`src/rtl/median3_window_feeder.sv`:
```
`default_nettype none
// ============================================================================
// Module   : median3_window_feeder
// Summary  : Builds sliding 3-sample windows (a=x[i-1], b=x[i], c=x[i+1]) for
//            a median-of-3 sorter and handles the frame edges. Each frame of N
//            samples yields N windows. The output slot is registered and uses
//            valid/ready flow control.
//            MEDIAN3_ZERO_PAD_EN: pad the frame edges with zero instead of
//            replicating the edge sample.
// Revision : 1.0 - initial release
// ============================================================================
module median3_window_feeder #(
    parameter int DATA_W = 8
) (
    input  logic              clk,
    input  logic              rst,
    input  logic              in_valid,
    output logic              in_ready,
    input  logic [DATA_W-1:0] in_data,
    input  logic              in_last,
    output logic              out_valid,
    input  logic              out_ready,
    output logic [DATA_W-1:0] out_a,
    output logic [DATA_W-1:0] out_b,
    output logic [DATA_W-1:0] out_c,
    output logic              out_last
);

`ifdef MEDIAN3_ZERO_PAD_EN
    localparam logic ZERO_PAD = 1'b1;
`else
    localparam logic ZERO_PAD = 1'b0;
`endif

    typedef enum logic [1:0] {
        IDLE  = 2'd0,
        RUN   = 2'd1,
        DRAIN = 2'd2
    } state_t;

    state_t            state, state_nxt;
    logic [DATA_W-1:0] prev, cur, prev_nxt, cur_nxt;
    logic [DATA_W-1:0] win_a, win_b, win_c;
    logic              win_last, emit, slot_free, accept;

    assign slot_free = !out_valid || out_ready;
    assign in_ready  = (state == IDLE) || ((state == RUN) && slot_free);
    assign accept    = in_valid && in_ready;

    always_comb begin
        state_nxt = state;
        prev_nxt  = prev;
        cur_nxt   = cur;
        emit      = 1'b0;
        win_a     = prev;
        win_b     = cur;
        win_c     = in_data;
        win_last  = 1'b0;
        case (state)
            IDLE: begin
                if (accept) begin
                    // The first sample of a frame becomes its own left neighbour.
                    prev_nxt  = ZERO_PAD ? '0 : in_data;
                    cur_nxt   = in_data;
                    state_nxt = in_last ? DRAIN : RUN;
                end
            end
            RUN: begin
                if (accept) begin
                    emit      = 1'b1;
                    prev_nxt  = cur;
                    cur_nxt   = in_data;
                    state_nxt = in_last ? DRAIN : RUN;
                end
            end
            DRAIN: begin
                if (slot_free) begin
                    emit      = 1'b1;
                    win_c     = ZERO_PAD ? '0 : cur;
                    win_last  = 1'b1;
                    state_nxt = IDLE;
                end
            end
            default: state_nxt = IDLE;
        endcase
    end

    always_ff @(posedge clk) begin
        if (rst) begin
            state     <= IDLE;
            prev      <= '0;
            cur       <= '0;
            out_valid <= 1'b0;
            out_last  <= 1'b0;
            out_a     <= '0;
            out_b     <= '0;
            out_c     <= '0;
        end else begin
            state <= state_nxt;
            prev  <= prev_nxt;
            cur   <= cur_nxt;
            if (emit) begin
                out_valid <= 1'b1;
                out_a     <= win_a;
                out_b     <= win_b;
                out_c     <= win_c;
                out_last  <= win_last;
            end else if (out_ready) begin
                out_valid <= 1'b0;
            end
        end
    end

endmodule
`default_nettype wire

```
`config.mk`:
```
export PLATFORM = sky130hd
export DESIGN_NAME = median3_window_feeder
export DESIGN_NICKNAME = d
export VERILOG_FILES = /design/src/rtl/median3_window_feeder.sv
export SDC_FILE = /design/constraint.sdc
export NUM_CORES = 1
export LEC_CHECK = 0
export CAP_MARGIN = 20
export CELL_PAD_IN_SITES_DETAIL_PLACEMENT = 1
export CELL_PAD_IN_SITES_GLOBAL_PLACEMENT = 1
export CORE_ASPECT_RATIO = 1.5
export CORE_MARGIN = 2
export CORE_UTILIZATION = 25
export DETAILED_ROUTE_END_ITERATION = 16
export GPL_ROUTABILITY_DRIVEN = 0
export PLACE_DENSITY_LB_ADDON = 0.1
export SKIP_LAST_GASP = 1
export SYNTH_ARGS = -nofsm -noshare
export SYNTH_HDL_FRONTEND = slang
export SYNTH_SLANG_ARGS = --single-unit
export TNS_END_PERCENT = 20
```
`constraint.sdc`:
```
create_clock -name clk -period 1.68 [get_ports clk]
set_input_delay 0.252 -clock clk [delete_from_list [all_inputs] [get_ports clk]]
set_output_delay 0.252 -clock clk [all_outputs]
set_load 0.02 [all_outputs]
```
== Yosys cells after proc, flatten, opt, wreduce, memory -nomap -nowiden ==
Index checks and enable logic that the tools add are counted.

* Register bits after elaboration: 44
* Input port bits: 13
* Output and inout port bits: 27
* Word-level logic and storage cells: 41

* Equal/unequal tests: 6
* Multiplexer cells: 15
* Reduce and logical (&&, ||, !) cells: 12

{| class="wikitable"
|+ Operator list
! kind !! number
|-
| $mux W8 || 4
|-
| $pmux W8 S2 || 1
|-
| $mux W2 || 3
|-
| $ne A2 B2 Y1 const B || 3
|-
| $mux W1 || 5
|-
| $pmux W2 S2 || 1
|-
| $reduce_and A2 Y1 || 2
|-
| $reduce_bool A2 Y1 || 2
|-
| $reduce_and A3 Y1 || 1
|-
| $eq A2 B1 Y1 const B || 1
|-
| $eq A2 B2 Y1 const B || 1
|-
| $logic_and A1 B1 Y1 || 2
|-
| $logic_not A2 Y1 || 1
|-
| $logic_or A1 B1 Y1 || 2
|-
| $ne A2 B1 Y1 const B || 1
|-
| $pmux W1 S2 || 1
|-
| $reduce_or A2 Y1 || 1
|-
| $logic_not A1 Y1 || 1
|}

== Longest topological paths before layout ==
* Word-level depth: 8
* Gate-level depth with buffers: 8
* Gate-level depth less buffers: 6

== Least setup slack after synthesis ==
Ideal clock, no wire load.

* Kind: register to register
* Start: register state[0]
* End: register state[1]
* Setup time: 0.071 ns
* Arrival time: 1.512 ns
* Data required time: 1.609 ns
* Setup slack: 0.097 ns
* Stages on the path, launching flop included: 7
* Path buffers: 1
* Period minus slack after synthesis: 1.583 ns
* Cell sequence: dfxtp_1 > inv_1 > ha_1 > buf_2 > o21a_1 > or4b_1 > a21oi_1

* Cells in the longest elaborated chain, start to end: 6
* Elaborated cells on any way between the ends: 11
* Those cells by class: eq/ne (4); mux (1); reduce/logical (6)

{| class="wikitable"
|+ Ends and longest elaborated chain
! item !! line !! source
|-
| start: declaration || 41 || <nowiki>state_t state, state_nxt;</nowiki>
|-
| start signal: assignment || 99 || <nowiki>state <= state_nxt;</nowiki>
|-
| $eq A2 B1 Y1 || 47, 59 ||
|-
| $logic_and A1 B1 Y1 || 47 || <nowiki>assign in_ready = (state == IDLE) || ((state == RUN) && slot_free);</nowiki>
|-
| $logic_or A1 B1 Y1 || 47 ||
|-
| $logic_and A1 B1 Y1 || 48 || <nowiki>assign accept = in_valid && in_ready;</nowiki>
|-
| $ne A2 B1 Y1 (no line) || - ||
|-
| $reduce_and A2 Y1 (no line) || - ||
|}

Parallel ways exist; a longest one is shown, timed or not.
A chain may end at the register's enable or synchronous reset.

== Worst setup path in the final report ==
* Start: input out_ready
* End: output in_ready

* Cells in the longest elaborated chain, start to end: 3

{| class="wikitable"
|+ Ends and longest elaborated chain
! item !! line !! source
|-
| start: declaration || 22 || <nowiki>input logic out_ready,</nowiki>
|-
| $logic_or A1 B1 Y1 || 46 || <nowiki>assign slot_free = !out_valid || out_ready;</nowiki>
|-
| $logic_and A1 B1 Y1 || 47 ||
|-
| $logic_or A1 B1 Y1 || 47 ||
|-
| end: declaration || 18 || <nowiki>output logic in_ready,</nowiki>
|}

Every way passes these cells.

==> metrics <==
clock skew 0.001954 ns; n_diodes 0; maximum number of pins on one net before global-route repair 53; RR Startpoint state[0]; # DRC 0; FF-to-FF path depth 10; Post-synth EDFFs 0; Area Overhead vs Synth 48.30%; PortBufs 39; I/O pin count 40; Seq cells post-synth 44; initial core utilization 25.97%; Chip Height 113.3 um; Slew Limit Fails 0; chip width 76.84 um; commonest non-fill, non-tap cell in the layout dfxtp_1; layout cells sized above 1 21.56%; fillers 900; Final nets 285; Primary FF master, synth dfxtp_1; Core ar. 0.007661 mm^2; Final min period 1.829 ns; FF-to-FF End out_a[4]; latest clock arrival within the worst-skew pair 0.28 ns; CP Data Required Time 1.43 ns; Leak Pwr 0.001069 uW; Via density 4.429; status finished with violations; Max Cap Violations 0; most frequent cells in the layout 43 x dfxtp_1, 38 x clkdlybuf4s50_1, 26 x nor2_1, 24 x mux2i_1, 20 x buf_4; Final period util 108.9%; Post-Syn Area 0.001989 mm^2; HP Class flop to flop; Worst-path clk slew 0.06 ns; CTS tree done; vias in the first global route 1737; Final Hold Vio Count 0; Post-DP HPWL 3.767 mm; initial antenna violation count 0; Synth async-reset ratio 0%; Final ANT Viol Nets 0; Final setup viols 16; fin area 0.002950 mm^2; Crit. Startpoint out_ready; fmax 546.8 MHz; PwrDens 904.7 mW/mm^2; clock sink total 44; worst setup margin -0.1490 ns; Clock Tree Buf Depth 2; flop-to-flop setup slack -0.09 ns; die area 0.008702 mm^2; IR drop worst, VDD 0.0004959 V; failing checks negative setup slack; Syn Nets 226; per-cell routed wire length 15.15 um; routed wire length 5.620 mm; first-pass detailed-route iteration total 4; Area after DPL 0.002630 mm^2; global-route wire length before repair 9.246 mm; placed cells 359; synth warn 0; Num CTS Buffers 5; startpoint types input pin; Worst slew margin 61.83%; sequential fraction of the synthesis area 44.28%; RSZ-0062 raised after global routing true; Avg Cell Area, Syn 9.473 um^2; GRT Total Usage 13.49%; worst setup path endpoint in_ready; vias post-DR 1643; multi-input combinational cell area 0.001059 mm^2; Cell Rows 39; Final Non-Filler Cells 371; critical path arrival 1.58 ns; Slew @ Worst Pin 0.5700 ns; crit-path max FO 3; total congestion overflow 0; Critical Path Sink Type output port; Register Area 884.6 um^2; CP Class input pin to output port; drt initial violations 46; distinct cell type count after synthesis 30; CTS H-tree lvls 2; synthesized instance count 210; Root Driver clkbuf_16
[per-layer routing]
metal  track usage, %  wire length (um)
met2            23.45              2893
met5                0                 0
met3            2.552               132
met1            16.86              2550
met4            4.000                43
[synthesized netlist by cell type, types with 2 or more instances]
master     n  share of area (%)
a211oi_1   8                3.0
a21oi_1    4                1.0
a311oi_1   6                2.6
a311oi_2   2                1.5
buf_2      3               0.75
buf_4      3                1.1
clkbuf_1   6                1.1
dfxtp_1   44                 44
ha_1       3                1.9
inv_1     11                2.1
mux2_2     8                4.5
mux2i_1   24                 12
nand2_1   10                1.9
nand2b_1  18                5.7
nand3_1    8                2.0
nor2_1    27                5.1
nor2b_1    3               0.94
nor3b_1    9                3.4
o21ai_0    2               0.50
[sequential cells by signal, indices dropped and copies added (netlist names)]
register / count
out_b: 8
out_a: 8
state: 2
out_valid: 1
cur: 8
prev: 8
out_c: 8
out_last: 1
[worst min-delay path by stage]
stage,startpoint,endpoint,slack [ns],depth (start not counted)
after detailed placement,prev[7],prev[7],0.45,2
after global placement,prev[0],prev[0],0.46,2
after floorplan,in_data[0],cur[0],0.41,2
after CTS,prev[0],prev[0],0.47,2
final,prev[0],prev[0],0.46,2
after global routing,prev[7],prev[7],0.48,2
[where the power goes]
part | switching [uW] | internal (uW) | leakage [uW]
clock network | 386 | 541 | 0.0000667
registers | 50.2 | 1110 | 0.000359
logic | 275 | 307 | 0.000643
total | 711 | 1960 | 0.00107
[metrics by stage]
stage	hold WS [ns]	setup WS [ns]	TNS [ns]	utilization [%]	total power [uW]
after floorplan	0.4067	0.09748	0	-	1463
after global placement	0.4554	-0.3758	-9.044	34.33	1686
after detailed placement	0.4540	-0.4068	-9.688	34.33	1690
after CTS	0.4682	-0.1263	-2.315	38.48	2715
after global routing	0.4843	-0.2350	-2.853	38.51	2809
final	0.4613	-0.1490	-1.028	38.51	2669
[cell families after synthesis]
family | synth area share (%)
AOI/OAI and AO/OA | 10.00
adders and majority gates | 1.887
buffers and inverters | 6.226
DFF | 44.28
muxes | 16.60
and+or+nand+nor | 21.01
[critical path, stage by stage]
cell and delay, ns:
clkdlybuf4s50_1 0.41, nand2b_1 0.17, a21oi_1 0.31, inv_1 0.10
dlygate4sd2_1 0.34
[cell type report]
type | instances | area share (%)
Clock buffer | 6 | 4.368
Clock inverter | 1 | 0.1696
Inverter | 11 | 1.484
Multi-Input combinational cell | 140 | 35.88
Sequential cell | 44 | 29.98
Tap cell | 102 | 4.326
Timing Repair Buffer | 67 | 23.79
[what timing repair did]
item / in CTS / in global routing
hold buffers: 0 / 0
setup endpoints to repair: 35 / 35
endpoints found under the hold margin: 0 / 0
pin swaps: 5 / 0
resized for setup: 21 / 1
cloned: 2 / 0
buffers inserted: 3 / 0
No activity file was read; power rests on OpenSTA's default activity.
